--- src/rtl/jacobi_operand_sel_if.sv ---
// Operand/result bus between the Jacobi iteration controller and its environment.
// master is the controller side; slave is the rotation datapath / sequencer side.
interface jacobi_operand_sel_if #(
   parameter int W  = 21,
   parameter int N  = 6,
   parameter int CW = 3
);
   logic             start;
   logic [N*W-1:0]   init_data;
   logic             fb_valid;
   logic [N*W-1:0]   fb_data;
   logic             out_ready;
   logic             out_valid;
   logic [N*W-1:0]   out_data;
   logic             sel_fb;
   logic [CW-1:0]    iter_cnt;
   logic             busy;
   logic             done;

   modport master (
      input  start, init_data, fb_valid, fb_data, out_ready,
      output out_valid, out_data, sel_fb, iter_cnt, busy, done
   );

   modport slave (
      output start, init_data, fb_valid, fb_data, out_ready,
      input  out_valid, out_data, sel_fb, iter_cnt, busy, done
   );
endinterface

--- src/rtl/jacobi_operand_sel.sv ---
// Operand select and pass controller for the covariance-eigen Jacobi stage:
// issues initial lanes, recirculates datapath results, stops on pass limit or convergence.
module jacobi_operand_sel #(
   parameter int             W        = 21,
   parameter int             N        = 6,
   parameter int             MAX_ITER = 6,
   parameter int             CW       = 3,
   parameter logic [N-1:0]   OFF_MASK = 6'b010110,
   parameter logic [W-1:0]   THRESH   = '0
) (
   input logic                    clk,
   input logic                    rst_n,
   jacobi_operand_sel_if.master   bus
);

   typedef enum logic [1:0] {
      ST_IDLE  = 2'd0,
      ST_ISSUE = 2'd1,
      ST_WAIT  = 2'd2
   } state_t;

   localparam logic [W:0]    THRESH_EXT = {1'b0, THRESH};
   localparam logic [CW-1:0] MAX_CNT    = CW'(MAX_ITER);

   state_t            state_q, state_d;
   logic              out_valid_q, out_valid_d;
   logic [N*W-1:0]    out_data_q, out_data_d;
   logic              sel_fb_q, sel_fb_d;
   logic [CW-1:0]     iter_cnt_q, iter_cnt_d;
   logic              done_q, done_d;

   logic [N-1:0]      lane_ok;
   logic              converged;
   logic [CW-1:0]     iter_next;

   // Magnitude is taken one bit wider so the most negative lane value stays large.
   genvar gi;
   generate
      for (gi = 0; gi < N; gi++) begin : g_lane
         logic [W:0] lane_ext;
         logic [W:0] lane_abs;
         assign lane_ext    = {bus.fb_data[gi*W + W - 1], bus.fb_data[gi*W +: W]};
         assign lane_abs    = lane_ext[W] ? (~lane_ext + 1'b1) : lane_ext;
         assign lane_ok[gi] = ~OFF_MASK[gi] | (lane_abs < THRESH_EXT);
      end
   endgenerate

   assign converged = (THRESH_EXT != '0) && (&lane_ok);
   assign iter_next = iter_cnt_q + CW'(1);

   always_comb begin
      state_d     = state_q;
      out_valid_d = out_valid_q;
      out_data_d  = out_data_q;
      sel_fb_d    = sel_fb_q;
      iter_cnt_d  = iter_cnt_q;
      done_d      = 1'b0;

      case (state_q)
         ST_IDLE: begin
            if (bus.start) begin
               out_data_d  = bus.init_data;
               sel_fb_d    = 1'b0;
               iter_cnt_d  = '0;
               out_valid_d = 1'b1;
               state_d     = ST_ISSUE;
            end
         end
         ST_ISSUE: begin
            if (out_valid_q && bus.out_ready) begin
               out_valid_d = 1'b0;
               state_d     = ST_WAIT;
            end
         end
         ST_WAIT: begin
            if (bus.fb_valid) begin
               out_data_d = bus.fb_data;
               sel_fb_d   = 1'b1;
               iter_cnt_d = iter_next;
               if ((iter_next == MAX_CNT) || converged) begin
                  done_d  = 1'b1;
                  state_d = ST_IDLE;
               end else begin
                  out_valid_d = 1'b1;
                  state_d     = ST_ISSUE;
               end
            end
         end
         default: begin
            state_d     = ST_IDLE;
            out_valid_d = 1'b0;
         end
      endcase
   end

   always_ff @(posedge clk or negedge rst_n) begin
      if (!rst_n) begin
         state_q     <= ST_IDLE;
         out_valid_q <= 1'b0;
         out_data_q  <= '0;
         sel_fb_q    <= 1'b0;
         iter_cnt_q  <= '0;
         done_q      <= 1'b0;
      end else begin
         state_q     <= state_d;
         out_valid_q <= out_valid_d;
         out_data_q  <= out_data_d;
         sel_fb_q    <= sel_fb_d;
         iter_cnt_q  <= iter_cnt_d;
         done_q      <= done_d;
      end
   end

   assign bus.out_valid = out_valid_q;
   assign bus.out_data  = out_data_q;
   assign bus.sel_fb    = sel_fb_q;
   assign bus.iter_cnt  = iter_cnt_q;
   assign bus.busy      = (state_q != ST_IDLE);
   assign bus.done      = done_q;

endmodule

--- src/flat_wrapper.sv ---
// flat-port wrapper written by rule: the top's interface ports become plain ports
module jacobi_operand_sel_flat 
#(
   parameter int             W        = 21,
   parameter int             N        = 6,
   parameter int             MAX_ITER = 6,
   parameter int             CW       = 3,
   parameter logic [N-1:0]   OFF_MASK = 6'b010110,
   parameter logic [W-1:0]   THRESH   = '0
)
  (clk, rst_n, bus_start, bus_init_data, bus_fb_valid, bus_fb_data, bus_out_ready, bus_out_valid, bus_out_data, bus_sel_fb, bus_iter_cnt, bus_busy, bus_done);
  jacobi_operand_sel_if #(.W(W), .N(N), .CW(CW)) bus_i ();
  input logic clk;
  input logic rst_n;
  input wire logic [$bits(bus_i.start)-1:0] bus_start;
  input wire logic [$bits(bus_i.init_data)-1:0] bus_init_data;
  input wire logic [$bits(bus_i.fb_valid)-1:0] bus_fb_valid;
  input wire logic [$bits(bus_i.fb_data)-1:0] bus_fb_data;
  input wire logic [$bits(bus_i.out_ready)-1:0] bus_out_ready;
  output wire logic [$bits(bus_i.out_valid)-1:0] bus_out_valid;
  output wire logic [$bits(bus_i.out_data)-1:0] bus_out_data;
  output wire logic [$bits(bus_i.sel_fb)-1:0] bus_sel_fb;
  output wire logic [$bits(bus_i.iter_cnt)-1:0] bus_iter_cnt;
  output wire logic [$bits(bus_i.busy)-1:0] bus_busy;
  output wire logic [$bits(bus_i.done)-1:0] bus_done;
  assign bus_i.start = bus_start;
  assign bus_i.init_data = bus_init_data;
  assign bus_i.fb_valid = bus_fb_valid;
  assign bus_i.fb_data = bus_fb_data;
  assign bus_i.out_ready = bus_out_ready;
  assign bus_out_valid = bus_i.out_valid;
  assign bus_out_data = bus_i.out_data;
  assign bus_sel_fb = bus_i.sel_fb;
  assign bus_iter_cnt = bus_i.iter_cnt;
  assign bus_busy = bus_i.busy;
  assign bus_done = bus_i.done;
  jacobi_operand_sel #(.W(W), .N(N), .MAX_ITER(MAX_ITER), .CW(CW), .OFF_MASK(OFF_MASK), .THRESH(THRESH)) u_core (.clk(clk), .rst_n(rst_n), .bus(bus_i));
endmodule
--- config.mk ---
export PLATFORM = sky130hd
export DESIGN_NAME = jacobi_operand_sel_flat
export DESIGN_NICKNAME = d
export VERILOG_FILES = /design/src/rtl/jacobi_operand_sel_if.sv /design/src/rtl/jacobi_operand_sel.sv /design/src/flat_wrapper.sv
export SDC_FILE = /design/constraint.sdc
export NUM_CORES = 1
export LEC_CHECK = 0
export ABC_AREA = 1
export CELL_PAD_IN_SITES_DETAIL_PLACEMENT = 1
export CELL_PAD_IN_SITES_GLOBAL_PLACEMENT = 1
export CORE_MARGIN = 2
export CORE_UTILIZATION = 26
export CTS_BUF_LIST = sky130_fd_sc_hd__clkbuf_8
export CTS_CLUSTER_SIZE = 24
export DETAILED_ROUTE_END_ITERATION = 8
export GPL_TIMING_DRIVEN = 1
export PLACE_DENSITY = 0.82
export SYNTH_ARGS = -nofsm -noshare
export SYNTH_HDL_FRONTEND = slang
export SYNTH_SLANG_ARGS = --single-unit
--- constraint.sdc ---
create_clock -name clk -period 1.9 [get_ports clk]
set_input_delay 0.285 -clock clk [delete_from_list [all_inputs] [get_ports clk]]
set_output_delay 0.285 -clock clk [all_outputs]
set_load 0.01 [all_outputs]
# --- Word level (Yosys, flattened, before mapping) ---
# Index checks and enable logic that the tools add are counted.
word_totals:
  reg_bits: 134
  in_bits: 257
  output_inout_bits: 133
  word_cells: 43
classes:
  addsub: 1
  n_eq_ne: 7
  muxes: 22
  n_reduce_logical: 7
ops:
  columns: ["op", "n"]
  rows:
  - ["$mux 126", 2]
  - ["$pmux 126 s2", 1]
  - ["$mux 1", 10]
  - ["$mux 2", 3]
  - ["$mux 3", 2]
  - ["$ne 2x2->1 const B", 3]
  - ["$pmux 2 s3", 1]
  - ["$pmux 3 s2", 1]
  - ["$reduce_and 3->1", 2]
  - ["$reduce_and 4->1", 1]
  - ["$reduce_bool 2->1", 2]
  - ["$add 3x1->3 const B", 1]
  - ["$eq 3x3->1 const B", 1]
  - ["$pmux 1 s3", 1]
  - ["$eq 2x1->1 const B", 1]
  - ["$eq 2x2->1 const B", 1]
  - ["$logic_not 2->1", 1]
  - ["$ne 2x1->1 const B", 1]
  - ["$pmux 1 s2", 1]
  - ["$logic_and 1x1->1", 1]

# --- Depth between registers and ports, before layout ---
logic_depth:
  word_depth: 5
  depth_mapped: 9

# --- Worst setup path before layout ---
# Ideal clock, no wire load.
synth_path:
  path_type: "reg2reg"
  start: "register u_core.state_q[0]"
  end: "register u_core.out_data_q[104], in the netlist u_core.bus.out_data[104]"
  setup_time_ps: 123
  t_arrival_ps: 1213
  setup_slack_ps: 564
  path_stages_with_launch: 10
  period_less_slack_ps: 1336
  path_cell_list: "dfrtp_1 -> buf_4 -> nor2_2 -> nand2_1 -> nand2_2 -> nor2_2 -> buf_4 -> buf_4 -> nand2_1 -> nand2_1"
synth_via:
  elab_chain_len: 3
synth_rtl:
  columns: ["element", "line_no", "rtl"]
  rows:
  - ["start, declared", "jacobi_operand_sel.sv:25", "state_t state_q, state_d;"]
  - ["start signal, assigned", "jacobi_operand_sel.sv:105", "state_q <= state_d;"]
  - ["$eq 2x2->1 / $logic_not 2->1 (equally long branches)", "jacobi_operand_sel.sv:59", "case (state_q)"]
  - ["$ne 2x2->1 (no source line) / $reduce_bool 2->1 (equally long branches)", null, null]
  - ["$reduce_and 3->1 (no source line)", null, null]
  - ["end signal, assigned", "jacobi_operand_sel.sv:107", "out_data_q <= out_data_d;"]
  - ["end, declared", "jacobi_operand_sel.sv:27", "logic [N*W-1:0] out_data_q, out_data_d;"]
# Several ways; a longest one is shown, not always the timed one.
# A chain may end at the register's enable or synchronous reset.

# --- Worst setup path after layout ---
layout_path:
  start: "register u_core.iter_cnt_q[0], in the netlist u_core.bus.iter_cnt[0]"
  end: "output bus_iter_cnt[0]"
layout_rtl:
  columns: ["element", "line_no", "rtl"]
  rows:
  - ["start, declared", "jacobi_operand_sel.sv:29", "logic [CW-1:0] iter_cnt_q, iter_cnt_d;"]
  - ["start signal, assigned", "jacobi_operand_sel.sv:109", "iter_cnt_q <= iter_cnt_d;"]
  - ["end, declared", "flat_wrapper.sv:23", "output wire logic [$bits(bus_i.iter_cnt)-1:0] bus_iter_cnt;"]
# No word-level cell between the ends.

==> metrics.yaml <==
outcome:
  status: "finished with violations"
  violations_in_the_final_reports: "DRC"
cells_and_area:
  fillers: 3205
  final-seq-area_mm2: 0.00336
  fin_util: 0.444
  drive_gt1_frac: 0.0458
  antenna_cells_inserted: 0
  layoutNonFillerInstCount: 1712
  multi_input_area_mm2: 0.00317
  syn2layout_area_growth_pct: 67.5
  design.final.nets: 1625
critical_path:
  crit_family: "buffers and inverters"
  cp_data_arrival_time_ns: 1.48
  critical_path.max_stage_delay_ns: 0.60
  cp-start-kind: "register"
  crit_fanout: 5
  worst-path-buf-inv: 1
  crit_chain: "clkdlybuf4s50_1"
  cp-end-kind: "primary output"
  cpMaxStageDelayCell: "clkdlybuf4s50_1"
  criticalPathCategory: "register to primary output"
  worstPathRequired_ns: 1.62
synthesis:
  yosys.cell_types.count: 18
  synth_ff_type: "dfrtp_1"
  synth.top_cell.area_share: 0.484
  most_frequent_cell_after_synthesis: "nand2_1"
  synth_area_mm2: 0.00693
  synth_enable_flop_cells: 0
  synth_cells: 1003
  synth_top_cell_by_area: "dfrtp_1"
  synth_common_cells: "nand2_1 (643), dfrtp_1 (134), o21ai_0 (69), o21ai_1 (62), buf_2 (30)"
  postSynthNetCount: 1262
  share_of_synthesized_registers_carrying_an_async_set_or_reset: 1.00
  yosys-top-cells-area: "dfrtp_1 (48%), nand2_1 (35%), o21ai_0 (5.0%)"
  seq_area_frac_synth: 0.484
  avgSynthCellArea_um2: 6.91
  yosysWarningCount: 0
  ys_ff_latch: 134
detailed_routing:
  drt_iter0_markers: 331
  drt_wl_total_mm: 27.6
  drt-wirelength-per-cell_um: 16.1
  vias: 7796
  post_drt_via_cell_ratio: 4.55
  postRouteAntennaNets: 0
  detail_route.drc_violations: 25
  first_pass_iters: 7
timing:
  timing_hold_violations_final: 0
  worst_path_setup_slack_after_routing_ns: 0.137
  rsz0062_at_grt: "no"
  final-setup-viol-count: 0
  tightest_slew_ns: 0.485
  final_setup_tns_ns: 0
  slew_violations: 0
  finalWorstPathRequiredPeriod_ns: 1.76
  slew-limit-headroom: 0.676
  timing.final.crit_share: 0.928
  fin_skew_ns: 0.0154
  achievable-frequency_mhz: 567
placement:
  place.gp.congestion: 0.785
  placed_insts: 1678
  detailedPlacementHpwl_mm: 20.8
  port_buffers: 389
  place_worst_setup_slack_ns: 0.0163
grt:
  grt_antenna_before_repair: 0
  grt_first_pass_wirelength_mm: 43.2
  largest_net_degree_at_the_start_of_global_routing: 89
  via_count_of_the_first_global_routing_pass: 8047
  grt_remaining_overflow: 0
  grt_use_total: 0.195
clock_tree:
  clk_pin_slew_ns: 0.08
  cts.htree.levels: 4
  cts-buffers-inserted: 17
  clock-root-buffer: "clkbuf_8"
  worstSkewPairLatency_ns: 0.45
  numClockSinks: 134
  tritoncts: "done"
  clock_tree.buffer_depth: 2
worst_hold_path:
  min_path_type: "input pin to asynchronous set/reset pin"
floorplanning:
  initial_core_util: 0.265
  dieArea_mm2: 0.0280
  die_h_um: 167
  core_area_mm2: 0.0261
  design.portCount: 390
  chipWidth_um: 167
  num_rows: 59
power:
  total_power_mw: 6.22
  power-per-cell-area_mw_per_mm2: 536
  peakVddDrop_mv: 0.312
  leakage_nw: 5.92
job:
  max_cap_violations: 0
## per-stage QoR
step           instance area (um^2)  hold slack [ns]
2_1_floorplan                  6930          -0.0106
3_3_place_gp                  11100            0.256
3_5_place_dp                  11100            0.262
4_1_cts                       11600            0.346
5_1_grt                       11600            0.367
6_report                      11600            0.358
## cells in the final DEF, fill, tap and decap left out
cell type | synthesis | layout
nand2_1 | 643 | 643
clkdlybuf4s50_1 | 0 | 387
dfrtp_1 | 134 | 133
o21ai_0 | 69 | 69
o21ai_1 | 62 | 62
clkbuf_8 | 0 | 18
buf_4 | 18 | 15
inv_1 | 8 | 8
buf_12 | 0 | 8
nand3_1 | 4 | 4
bufinv_16 | 0 | 4
clkinv_4 | 0 | 4
nor2_1 | 3 | 3
inv_2 | 3 | 2
nor2_4 | 1 | 2
ha_1 | 2 | 2
clkinvlp_4 | 0 | 2
clkinv_2 | 0 | 2
buf_6 | 1 | 2
nor2_2 | 2 | 1
nand2_4 | 0 | 1
inv_4 | 0 | 1
o22ai_1 | 1 | 1
dlygate4sd3_1 | 0 | 1
dlygate4sd2_1 | 0 | 1
dfrtp_4 | 0 | 1
## power by group
part | internal, mW | switching (mW) | total, mW
Sequential | 2.85 | 0 | 2.85
Clock | 1.45 | 1.17 | 2.62
Combinational | 0.519 | 0.230 | 0.749
## registers in the layout (all words and copies together), names as in the netlist
signal	cells
u_core.state_q	2
u_core.bus.sel_fb	1
u_core.bus.out_data	126
u_core.bus.iter_cnt	3
u_core.bus.out_valid	1
u_core.bus.done	1
## worst reg2reg max path, delay by kind of cell (launching register included)
family	cells	cell delay (ns)
buffers and inverters	3	0.63
DFF	1	0.48
and+or+nand+nor	3	0.40
AOI/OAI and AO/OA	1	0.18
## logic make-up after synthesis
family                   after synthesis  share of synthesized area
flip-flops                           134                      0.484
AO/OA/AOI/OAI                        132                     0.0955
buffers and inverters                 81                     0.0601
AND/OR/NAND/NOR                      654                      0.357
adder cells (fa/ha/maj)                2                    0.00361
## metal layers
metal,vias to the layer above,GRT usage,wire length (um)
met5,-,0,0
met4,0,0.0605,668
met3,38,0.0579,2250
met2,264,0.358,14100
met1,3674,0.218,10600
li1,3820,-,-
## path summary, 6_finish.rpt
kind	startpoint	end	slack, ns	depth (start not counted)
worst max-delay path	u_core.bus.iter_cnt[0]	bus_iter_cnt[0]	0.14	1
worst min-delay path	rst_n	u_core.bus.out_data[57]	0.36	2
worst max register to register	u_core.state_q[0]	u_core.bus.out_data[51]	0.16	7
worst min register to register	u_core.bus.out_data[120]	u_core.bus.out_data[120]	0.48	2
max in group asynchronous	rst_n	u_core.bus.out_data[33]	0.91	3
min in group clk	bus_fb_valid	u_core.bus.done	0.43	3
## timing repair
action / in CTS / in global routing
hold endpoints to repair: 41 / 0
gates resized for setup: 1 / 1
hold buffers: 1 / 0
setup buffers: 3 / 0
endpoints found under the setup margin: 1 / 5
## cell type report
cell class,instances,area share
well taps,335,0.0361
repair buffers,414,0.361
clock inverters,12,0.0155
multi-input cells,788,0.273
inverters,11,0.00377
flip-flops and latches,134,0.289
clock buffers,18,0.0213
Power figures use the tool's default switching activity.
